--- config.mk ---
export PLATFORM = sky130hd
export DESIGN_NAME = prbs_gen_multi_flat
export DESIGN_NICKNAME = d
export VERILOG_FILES = /design/src/rtl/prbs_gen_multi_if.sv /design/src/rtl/prbs_gen_multi.sv /design/src/flat_wrapper.sv
export SDC_FILE = /design/constraint.sdc
export NUM_CORES = 1
export LEC_CHECK = 0
export BUFFER_PORTS_ARGS = -buffer_cell sky130_fd_sc_hd__buf_4
export CORE_MARGIN = 10
export CORE_UTILIZATION = 50
export CTS_CLUSTER_SIZE = 28
export DETAILED_ROUTE_END_ITERATION = 7
export GPL_TIMING_DRIVEN = 0
export PLACE_DENSITY = 0.73
export SETUP_SLACK_MARGIN = 0.2
export SLEW_MARGIN = 20
export SYNTH_ARGS = -nofsm -noshare
export SYNTH_HDL_FRONTEND = slang
export SYNTH_SLANG_ARGS = --single-unit
--- constraint.sdc ---
create_clock -name clk1280 -period 4.5 [get_ports clk1280]
set_input_delay 0.45 -clock clk1280 [delete_from_list [all_inputs] [get_ports clk1280]]
set_output_delay 0.45 -clock clk1280 [all_outputs]
set_load 0.02 [all_outputs]
--- src/rtl/prbs_gen_multi_if.sv ---
// ============================================================================
// prbs_gen_multi_if : control/data bundle for the multi-polynomial PRBS gen
// Revision 1.0
// ============================================================================
`default_nettype none

interface prbs_gen_multi_if #(
  parameter int DATA_W = 16,
  parameter int CNT_W  = 16
);
  logic              en;
  logic [1:0]        prbs_sel;
  logic              seed_load;
  logic [30:0]       seed;
  logic              inject_err;
  logic [DATA_W-1:0] prbs_out;
  logic              prbs_valid;
  logic              sof;
  logic [CNT_W-1:0]  err_cnt;

  modport master (
    output en, prbs_sel, seed_load, seed, inject_err,
    input  prbs_out, prbs_valid, sof, err_cnt
  );

  modport slave (
    input  en, prbs_sel, seed_load, seed, inject_err,
    output prbs_out, prbs_valid, sof, err_cnt
  );
endinterface

`default_nettype wire

--- src/rtl/prbs_gen_multi.sv ---
// ============================================================================
// prbs_gen_multi : PRBS7/15/23/31 word generator with seed, inject and framing
// Revision 1.0
// ============================================================================
`default_nettype none

module prbs_gen_multi #(
  parameter int DATA_W    = 16,
  parameter int FRAME_LEN = 1024,
  parameter int CNT_W     = 16
) (
  input  wire logic        clk1280,
  input  wire logic        rst_n,
  prbs_gen_multi_if.slave  bus
);

  localparam int          FC_W     = $clog2(FRAME_LEN);
  localparam logic [30:0] ALL_ONES = 31'h7FFF_FFFF;
  localparam logic [FC_W-1:0] FC_LAST = FC_W'(FRAME_LEN - 1);

  logic [1:0]        rst_sync;
  logic              rst_int_n;
  logic [30:0]       state;
  logic [30:0]       next_state;
  logic [1:0]        sel_q;
  logic [FC_W-1:0]   frame_cnt;
  logic              pending;
  logic [DATA_W-1:0] out_q;
  logic              valid_q;
  logic              sof_q;
  logic [CNT_W-1:0]  err_q;

  logic [30:0]       mask_q;
  logic [30:0]       seed_masked;
  logic [4:0]        hi_idx;
  logic [4:0]        tap_idx;
  logic [30:0]       s;
  logic              nb;
  logic [DATA_W-1:0] word;
  logic              emit;
  logic              flip;

  function automatic logic [30:0] poly_mask(input logic [1:0] sel);
    case (sel)
      2'd0:    poly_mask = 31'h0000_007F;
      2'd1:    poly_mask = 31'h0000_7FFF;
      2'd2:    poly_mask = 31'h007F_FFFF;
      default: poly_mask = ALL_ONES;
    endcase
  endfunction

  // Reset asserts asynchronously but releases only after two clean clock edges.
  always_ff @(posedge clk1280 or negedge rst_n) begin
    if (!rst_n) rst_sync <= 2'b00;
    else        rst_sync <= {rst_sync[0], 1'b1};
  end
  assign rst_int_n = rst_sync[1];

  always_comb begin
    mask_q = poly_mask(sel_q);
    case (sel_q)
      2'd0:    begin hi_idx = 5'd6;  tap_idx = 5'd5;  end
      2'd1:    begin hi_idx = 5'd14; tap_idx = 5'd13; end
      2'd2:    begin hi_idx = 5'd22; tap_idx = 5'd17; end
      default: begin hi_idx = 5'd30; tap_idx = 5'd27; end
    endcase
  end

  // DATA_W serial steps unrolled; the first generated bit lands in the MSB.
  always_comb begin
    s    = state;
    nb   = 1'b0;
    word = '0;
    for (int i = 0; i < DATA_W; i++) begin
      nb = s[hi_idx] ^ s[tap_idx];
      s  = {s[29:0], nb} & mask_q;
      word[DATA_W-1-i] = nb;
    end
    next_state = s;
  end

  assign seed_masked = bus.seed & poly_mask(bus.prbs_sel);
  assign emit        = bus.en && !bus.seed_load && (bus.prbs_sel == sel_q);
  assign flip        = pending | bus.inject_err;

  always_ff @(posedge clk1280 or negedge rst_int_n) begin
    if (!rst_int_n) begin
      state     <= ALL_ONES;
      sel_q     <= 2'd0;
      frame_cnt <= '0;
      pending   <= 1'b0;
      out_q     <= '0;
      valid_q   <= 1'b0;
      sof_q     <= 1'b0;
      err_q     <= '0;
    end else begin
      valid_q <= emit;
      sof_q   <= emit && (frame_cnt == '0);

      if (bus.seed_load) begin
        state     <= (seed_masked == 31'd0) ? ALL_ONES : seed_masked;
        frame_cnt <= '0;
        sel_q     <= bus.prbs_sel;
      end else if (bus.prbs_sel != sel_q) begin
        state     <= ALL_ONES;
        frame_cnt <= '0;
        sel_q     <= bus.prbs_sel;
      end else if (bus.en) begin
        state     <= next_state;
        frame_cnt <= (frame_cnt == FC_LAST) ? '0 : frame_cnt + FC_W'(1);
      end

      // Corruption touches only the output word, never the LFSR state.
      if (emit) begin
        out_q   <= word ^ DATA_W'(flip);
        pending <= 1'b0;
        if (flip && (err_q != {CNT_W{1'b1}})) err_q <= err_q + CNT_W'(1);
      end else if (bus.inject_err) begin
        pending <= 1'b1;
      end
    end
  end

  assign bus.prbs_out   = out_q;
  assign bus.prbs_valid = valid_q;
  assign bus.sof        = sof_q;
  assign bus.err_cnt    = err_q;

endmodule

`default_nettype wire

--- src/flat_wrapper.sv ---
// flat-port wrapper written by rule: the top's interface ports become plain ports
module prbs_gen_multi_flat 
#(
  parameter int DATA_W    = 16,
  parameter int FRAME_LEN = 1024,
  parameter int CNT_W     = 16
)
  (clk1280, rst_n, bus_en, bus_prbs_sel, bus_seed_load, bus_seed, bus_inject_err, bus_prbs_out, bus_prbs_valid, bus_sof, bus_err_cnt);
  prbs_gen_multi_if #(.DATA_W(DATA_W), .CNT_W(CNT_W)) bus_i ();
  input  wire logic clk1280;
  input  wire logic rst_n;
  input wire logic [$bits(bus_i.en)-1:0] bus_en;
  input wire logic [$bits(bus_i.prbs_sel)-1:0] bus_prbs_sel;
  input wire logic [$bits(bus_i.seed_load)-1:0] bus_seed_load;
  input wire logic [$bits(bus_i.seed)-1:0] bus_seed;
  input wire logic [$bits(bus_i.inject_err)-1:0] bus_inject_err;
  output wire logic [$bits(bus_i.prbs_out)-1:0] bus_prbs_out;
  output wire logic [$bits(bus_i.prbs_valid)-1:0] bus_prbs_valid;
  output wire logic [$bits(bus_i.sof)-1:0] bus_sof;
  output wire logic [$bits(bus_i.err_cnt)-1:0] bus_err_cnt;
  assign bus_i.en = bus_en;
  assign bus_i.prbs_sel = bus_prbs_sel;
  assign bus_i.seed_load = bus_seed_load;
  assign bus_i.seed = bus_seed;
  assign bus_i.inject_err = bus_inject_err;
  assign bus_prbs_out = bus_i.prbs_out;
  assign bus_prbs_valid = bus_i.prbs_valid;
  assign bus_sof = bus_i.sof;
  assign bus_err_cnt = bus_i.err_cnt;
  prbs_gen_multi #(.DATA_W(DATA_W), .FRAME_LEN(FRAME_LEN), .CNT_W(CNT_W)) u_core (.clk1280(clk1280), .rst_n(rst_n), .bus(bus_i));
endmodule
* Word level (Yosys, flattened, before mapping)
Cells that the tools add are included.
** Operators by class
- Reductions and logical operators :: 13
- Bitwise gates (word level) :: 35
- Muxes and demuxes :: 80
- Add/sub/neg operators :: 2
- Eq/ne operators :: 8
- Order comparisons :: 2
** Operators with widths (number)
- AND 31 bit :: 17
- case mux 31 bit (3 select lines) :: 2
- binary-select mux 1 bit (select 5 bit) :: 32
- 2-to-1 mux 31 bit :: 4
- 2-to-1 mux 10 bit :: 4
- 2-to-1 mux 1 bit :: 34
- zero test 31 bit :: 1
- case mux 5 bit (3 select lines) :: 2
- adder 16 x 1 -> 16 bit, second input constant :: 1
- inequality test 16 bit, second input constant :: 1
- bitwise XOR 1 bit :: 16
- bitwise XOR 16 x 1 -> 16 bit :: 1
- less-than comparator 5 x 6 -> 1 bit, second input constant :: 2
- adder 10 x 1 -> 10 bit, second input constant :: 1
- == test 10 bit, second input constant :: 1
- zero test 10 bit :: 1
- == test 2 x 1 -> 1 bit, second input constant :: 2
- == test 2 bit, second input constant :: 2
- logical AND 1 bit :: 4
- zero test 2 bit :: 2
- 2-to-1 mux 2 bit :: 2
- nonzero test 2 bit :: 2
- nonzero test 3 bit :: 1
- == test 2 bit :: 1
- other kinds (4) :: 4
** Word-level totals
- Register bits :: 80
- Output and inout bits :: 34
- Logic and storage cells :: 149
- Input bits :: 38

* Longest topological paths before layout
- Depth after elaboration :: 69
- Depth in mapped cells :: 10
- Mapped depth without buffers :: 7

* Least setup slack after synthesis
No wires, ideal clock.
- Path type :: input-to-reg
- From :: input port bus_en
- To :: register u_core.err_q[1], in the netlist u_core.bus.err_cnt[1]
- Data required time :: 4.375 ns
- Setup slack :: 2.153 ns
- Data arrival time :: 2.222 ns
- Setup time :: 0.125 ns
- Stages on the path :: 7
- Path buffers :: 2
- Path through :: buf_2 -> inv_2 -> or4_1 -> clkbuf_1 -> or2_0 -> a31oi_2 -> mux2_2
** Between the ends
- Longest elaborated chain between the ends :: 3
** Ends and longest elaborated chain
- start: declaration :: line flat_wrapper.sv:12 : input wire logic [$bits(bus_i.en)-1:0] bus_en;
- logical AND 1 bit (2 in series) :: line prbs_gen_multi.sv:83 : assign emit = bus.en && !bus.seed_load && (bus.prbs_sel == sel_q);
- AND reduction 2 bit (no line)
- end signal: assignment :: line prbs_gen_multi.sv:117 : if (flip && (err_q != {CNT_W{1'b1}})) err_q <= err_q + CNT_W'(1);
- end: declaration :: line prbs_gen_multi.sv:31 : logic [CNT_W-1:0] err_q;
Every way passes these cells.
A chain may end at the register's enable or synchronous reset.

* Final worst setup path
- From :: register u_core.sel_q[0]
- To :: register u_core.out_q[0], in the netlist u_core.bus.prbs_out[0]
** Between the ends
- Longest elaborated chain between the ends :: 66
- Elaborated cells on any way between the ends :: 104
- Classes of those cells :: eq/ne (3); mux (67); bitwise (32); reduce/logical (2)
** Ends and longest elaborated chain
- start: declaration :: line prbs_gen_multi.sv:25 : logic [1:0] sel_q;
- start signal: assignment :: line prbs_gen_multi.sv:103 : sel_q <= bus.prbs_sel;
- start signal: assignment :: line prbs_gen_multi.sv:107 : sel_q <= bus.prbs_sel;
- == test 2 bit, or another cell as far along :: line prbs_gen_multi.sv:44, prbs_gen_multi.sv:61
- case mux 5 bit (3 select lines) :: line prbs_gen_multi.sv:61 : case (sel_q)
- binary-select mux 1 bit (select 5 bit) :: line prbs_gen_multi.sv:75 : nb = s[hi_idx] ^ s[tap_idx];
- 2-to-1 mux 1 bit (implied by the code) :: line prbs_gen_multi.sv:75
- bitwise XOR 1 bit :: line prbs_gen_multi.sv:75
- AND 31 bit :: line prbs_gen_multi.sv:76 : s = {s[29:0], nb} & mask_q;
- binary-select mux 1 bit (select 5 bit) :: line prbs_gen_multi.sv:75
- 2-to-1 mux 1 bit (implied by the code) :: line prbs_gen_multi.sv:75
- [... 50 more ...]
- binary-select mux 1 bit (select 5 bit) :: line prbs_gen_multi.sv:75
- 2-to-1 mux 1 bit (implied by the code) :: line prbs_gen_multi.sv:75
- bitwise XOR 1 bit :: line prbs_gen_multi.sv:75
- AND 31 bit :: line prbs_gen_multi.sv:76
- binary-select mux 1 bit (select 5 bit) :: line prbs_gen_multi.sv:75
- 2-to-1 mux 1 bit (implied by the code) :: line prbs_gen_multi.sv:75
- bitwise XOR 1 bit :: line prbs_gen_multi.sv:75
- bitwise XOR 16 x 1 -> 16 bit :: line prbs_gen_multi.sv:115 : out_q <= word ^ DATA_W'(flip);
- end signal: assignment :: line prbs_gen_multi.sv:115
- end: declaration :: line prbs_gen_multi.sv:28 : logic [DATA_W-1:0] out_q;
Several ways; a longest one is shown, not always the timed one. The select of a mux whose other input is x is not followed.

==> metrics list <==
- CTS HTree Levels: 3
- The number of antenna diodes in the final layout is 0.
- At the end of the flow the core is filled with cells to 0.610.
- The longest clock path from root to sink contains 2 buffers.
- Buffers & Inverters on Critical Path: 1
- Initial Util: 0.511
- Post-synthesis area per instance: 9.54 um^2
- Of the total power, the clock network draws 0.269.
- After floorplanning, the core was sized to cover 9770 um^2.
- The worst pin sits at a relative slew slack of 0.339.
* Worst VDD drop: 0.000184 V
* Wire length per cell: 20.5 um
- Routability-driven placement finished with a final weighted congestion of 0.989.
- The routed design has 15.3 mm of wire.
- On the critical path, the stage with the largest delay is an instance of sky130_fd_sc_hd__xor2_1.
- Compared with the post-synthesis result, the final layout area differs by 19.3%.
- Summed over all layers, the global routing overflow is 0.
* Data required time at the worst endpoint: 4.76 ns
- GRT Resource Usage Total: 0.211
- The via count of the first global-routing pass is 4602.
* Die height: 120 um
- The critical path is of the flip-flop to flip-flop type.
* Clock slew at the register clock pins of the worst setup and hold paths: 0.09 ns
* TritonCTS sink count: 80
- Ys flop type: sky130_fd_sc_hd__dfrtp_1
- Of the total power, the share spent switching nets is 0.348.
* Die Footprint: 14400 um^2
- The share of total power dissipated in combinational logic is 0.315.
- Portion of total power attributed to sequential cells: 0.416
- The signal on the critical path passes through buf_6 -> mux4_2 -> xor2_1 -> xor2_1 -> o21ai_0 -> xnor3_1 -> mux2_2.
- Pin count of the biggest net entering global routing: 48
- For this block, the initial DRC count from the detailed router was 569.
- The synthesized design contains 0 enable-type register cells.
- In the final layout, the share of cells above drive strength 1 is 0.263.
- Setup clock skew after layout: 0.00997 ns
* Stage delay of the slowest cell on the critical path: 0.65 ns
- Post-route total power: 2320 uW
- Antenna-violating nets left: 0
* Via total after detailed routing: 4494
- After legalization and detailed placement, the total HPWL measured 11.6 mm.
- The Yosys step of the flow raised 0 warnings.
* Number of filler instances in the final layout: 869
* I/O pin cnt: 72
- Final worst setup slack: 1.71 ns
* Quantity of I/O buffers inserted on ports: 70
- Along the worst path, the maximum fanout reaches 10.
- Unrepaired setup endpoints after global routing: false
- Inserted Clock Buffers: 9
- Kind of path behind the tightest hold check: flip-flop to asynchronous set/reset pin
* Fraction of the yosys area taken by sequential cells: 0.408
* Synthesized instance count: 524
* Static leakage: 0.00255 uW
* Area of combinational cells with multiple inputs: 2710 um^2
- Cell repeated most along the worst path: sky130_fd_sc_hd__xor2_1
- The number of antenna violations at the first check in global routing came to 0.
* Global-route wire length before repair: 24.2 mm
- The hold violation total from the final report came to 0.
- Once the clock tree was built, the setup fixing pass inserted 0 buffers.
- The number of gates resized after CTS was 0.
* Worst slack at placement: 1.66 ns
- The tool flagged a number of max-cap violations equal to 0.
- The worst setup path is captured at a flip-flop.
* Clock latency at the later pin of the worst-skew pair: 0.37 ns
- The internal portion of the total power is 1510 uW.
- Of the available clock period, the critical path in the final layout requires 0.620.
- Setup violations remaining at the end of the flow were counted as 0.
* Row count: 36
* Asr flop ratio synth: 1.00
* Number of distinct library cells after synthesis: 66
- The synthesized netlist occupies a cell area of 5000 um^2.
- Cell family with most CP delay: XOR/XNOR gates
- In the final layout, flip-flops and latches occupy 2040 um^2.
* Fin. max-slew vios: 0
- Shortest clock period the worst path allows after layout: 2.79 ns
* Run status: completed
* Post-Synthesis Net Count: 565
* Via/cell ratio: 6.03
* Count of nets after finishing: 648
* Cell at the root of the clock tree: sky130_fd_sc_hd__clkbuf_8
* First drt pass iteration count: 5
- Total power divided by cell area: 389 nW/um^2
* Total Negative Setup Slacks: 0 ns
- Slew at the pin closest to its max-slew limit: 0.977 ns
- Number of remaining DRC errors: 0
* Flop and latch count out of synthesis: 80
- Startpoint Class: flip-flop
- The die is 120 um wide.
* Clock tree from TritonCTS: done
* Critical path arrival: 3.05 ns
* Net switching power: 806 uW
- After clock tree synthesis, the flow added hold-fix buffers numbering 1.
* Highest clock frequency the design can meet: 358 MHz
## registers in the layout, summed over array words and instances, names as in the netlist
name                   count
u_core.bus.err_cnt        16
u_core.bus.prbs_out       16
u_core.bus.prbs_valid      1
u_core.bus.sof             1
u_core.frame_cnt          10
u_core.pending             1
u_core.rst_sync            2
u_core.sel_q               2
u_core.state              31
## power groups by stage
stage          Clock (uW)  Sequential, uW  Combinational, uW
4_1_cts               628             961                727
6_report              624             963                730
5_1_grt               658             978                784
2_1_floorplan           0            1030                358
3_3_place_gp            0             976                701
3_5_place_dp            0             974                724
## cell type report
type                       count  share of cell area
multi-input combinational    392               0.454
sequential                    80               0.343
timing repair buffer          72              0.0944
buffer                        40              0.0344
tap                          133              0.0279
clock buffer                  12              0.0260
clock inverter                 4              0.0128
inverter                      12             0.00755
## worst register-to-register path, stage by stage (launching register included)
cell and delay, ns:
sky130_fd_sc_hd__dfrtp_1 0.42, sky130_fd_sc_hd__buf_6 0.19, sky130_fd_sc_hd__mux4_2 0.52, sky130_fd_sc_hd__xor2_1 0.65
sky130_fd_sc_hd__xor2_1 0.13, sky130_fd_sc_hd__o21ai_0 0.26, sky130_fd_sc_hd__xnor3_1 0.25, sky130_fd_sc_hd__mux2_2 0.26
## cell families after synthesis
logic type                 Yosys count  synth area share
AOI/OAI and AO/OA                  139             0.162
adders and majority gates            3           0.00751
xor gates and xnor gates            46            0.0876
other                                1          0.000750
and+or+nand+nor                    169             0.162
muxes                               34             0.122
DFF                                 80             0.408
buffers and inverters               52            0.0501
## path summary, 6_finish.rpt
| kind | startpoint | endpoint | slack (ns) | cells after the start |
|---|---|---|---|---|
| max | u_core.sel_q[0] | u_core.bus.prbs_out[0] | 1.71 | 7 |
| min | u_core.rst_sync[1] | u_core.frame_cnt[3] | 0.28 | 0 |
| max reg2reg | u_core.sel_q[0] | u_core.bus.prbs_out[0] | 1.71 | 7 |
| min reg2reg | u_core.rst_sync[1] | u_core.frame_cnt[3] | 0.28 | 0 |
| max in group asynchronous | u_core.rst_sync[1] | u_core.state[6] | 3.58 | 1 |
| min in group clk1280 | bus_prbs_sel[0] | u_core.sel_q[0] | 0.32 | 2 |
## synth_stat cells, types with 4 or more instances
cell	number	area, um^2
sky130_fd_sc_hd__dfrtp_1	49	1230
sky130_fd_sc_hd__nand2b_1	4	25.0
sky130_fd_sc_hd__a21oi_1	49	245
sky130_fd_sc_hd__nor3_1	7	35.0
sky130_fd_sc_hd__buf_2	4	20.0
sky130_fd_sc_hd__mux4_2	16	360
sky130_fd_sc_hd__xnor2_1	14	123
sky130_fd_sc_hd__a31oi_1	9	56.3
sky130_fd_sc_hd__mux2i_1	10	100
sky130_fd_sc_hd__clkbuf_8	4	55.1
sky130_fd_sc_hd__nand3_1	8	40.0
sky130_fd_sc_hd__and3_1	6	37.5
sky130_fd_sc_hd__or2_2	4	25.0
sky130_fd_sc_hd__mux4_1	4	105
sky130_fd_sc_hd__nand4_1	6	37.5
sky130_fd_sc_hd__nand3b_1	5	37.5
sky130_fd_sc_hd__dfstp_2	31	815
sky130_fd_sc_hd__nand2_1	70	263
sky130_fd_sc_hd__xor2_1	29	254
sky130_fd_sc_hd__o21ai_0	53	265
sky130_fd_sc_hd__clkbuf_1	26	97.6
sky130_fd_sc_hd__inv_1	10	37.5
sky130_fd_sc_hd__nor2_1	33	124
sky130_fd_sc_hd__mux2_2	4	45.0
sky130_fd_sc_hd__nor4_1	8	50.1
## placed cells by master, fill, tap and decap left out, types with 3 or more instances in the layout
master                     count
sky130_fd_sc_hd__buf_4        70
sky130_fd_sc_hd__mux4_1        4
sky130_fd_sc_hd__clkbuf_8     15
sky130_fd_sc_hd__nor4_1        8
sky130_fd_sc_hd__nor2_1       33
sky130_fd_sc_hd__o21ai_0      53
sky130_fd_sc_hd__inv_1        10
sky130_fd_sc_hd__buf_1         3
sky130_fd_sc_hd__xnor2_1      14
sky130_fd_sc_hd__or4_1         3
sky130_fd_sc_hd__mux2_2        4
sky130_fd_sc_hd__nand4_1       6
sky130_fd_sc_hd__buf_2         4
sky130_fd_sc_hd__and2_1        3
sky130_fd_sc_hd__mux2i_1      10
sky130_fd_sc_hd__nand2b_1      4
sky130_fd_sc_hd__dfstp_2      31
sky130_fd_sc_hd__mux4_2       16
sky130_fd_sc_hd__clkbuf_1     27
sky130_fd_sc_hd__a31oi_1       9
sky130_fd_sc_hd__or2_2         4
sky130_fd_sc_hd__and3_1        6
sky130_fd_sc_hd__xor2_1       29
sky130_fd_sc_hd__a21oi_1      49
sky130_fd_sc_hd__dfrtp_1      48
sky130_fd_sc_hd__nand3_1       8
sky130_fd_sc_hd__nor3_1        7
sky130_fd_sc_hd__ha_1          3
sky130_fd_sc_hd__nand2_1      70
sky130_fd_sc_hd__nand3b_1      5
## per-layer routing
layer  up-vias  GRT usage  routed length, um
li1       2039          -                  -
met1      2178      0.260               6170
met2       238      0.354               7300
met3        39     0.0459               1370
met4         0     0.0784                438
met5         -          0                  0
## through the flow
stage / cell area (um^2) / hold WS, ns / cells
after floorplan: 5000 / 0.154 / 524
after global placement: 5690 / 0.232 / 727
after detailed placement: 5720 / 0.235 / 728
after CTS: 5960 / 0.298 / 745
after global routing: 5960 / 0.324 / 745
final: 5960 / 0.282 / 745
No activity file was read; power rests on OpenSTA's default activity.
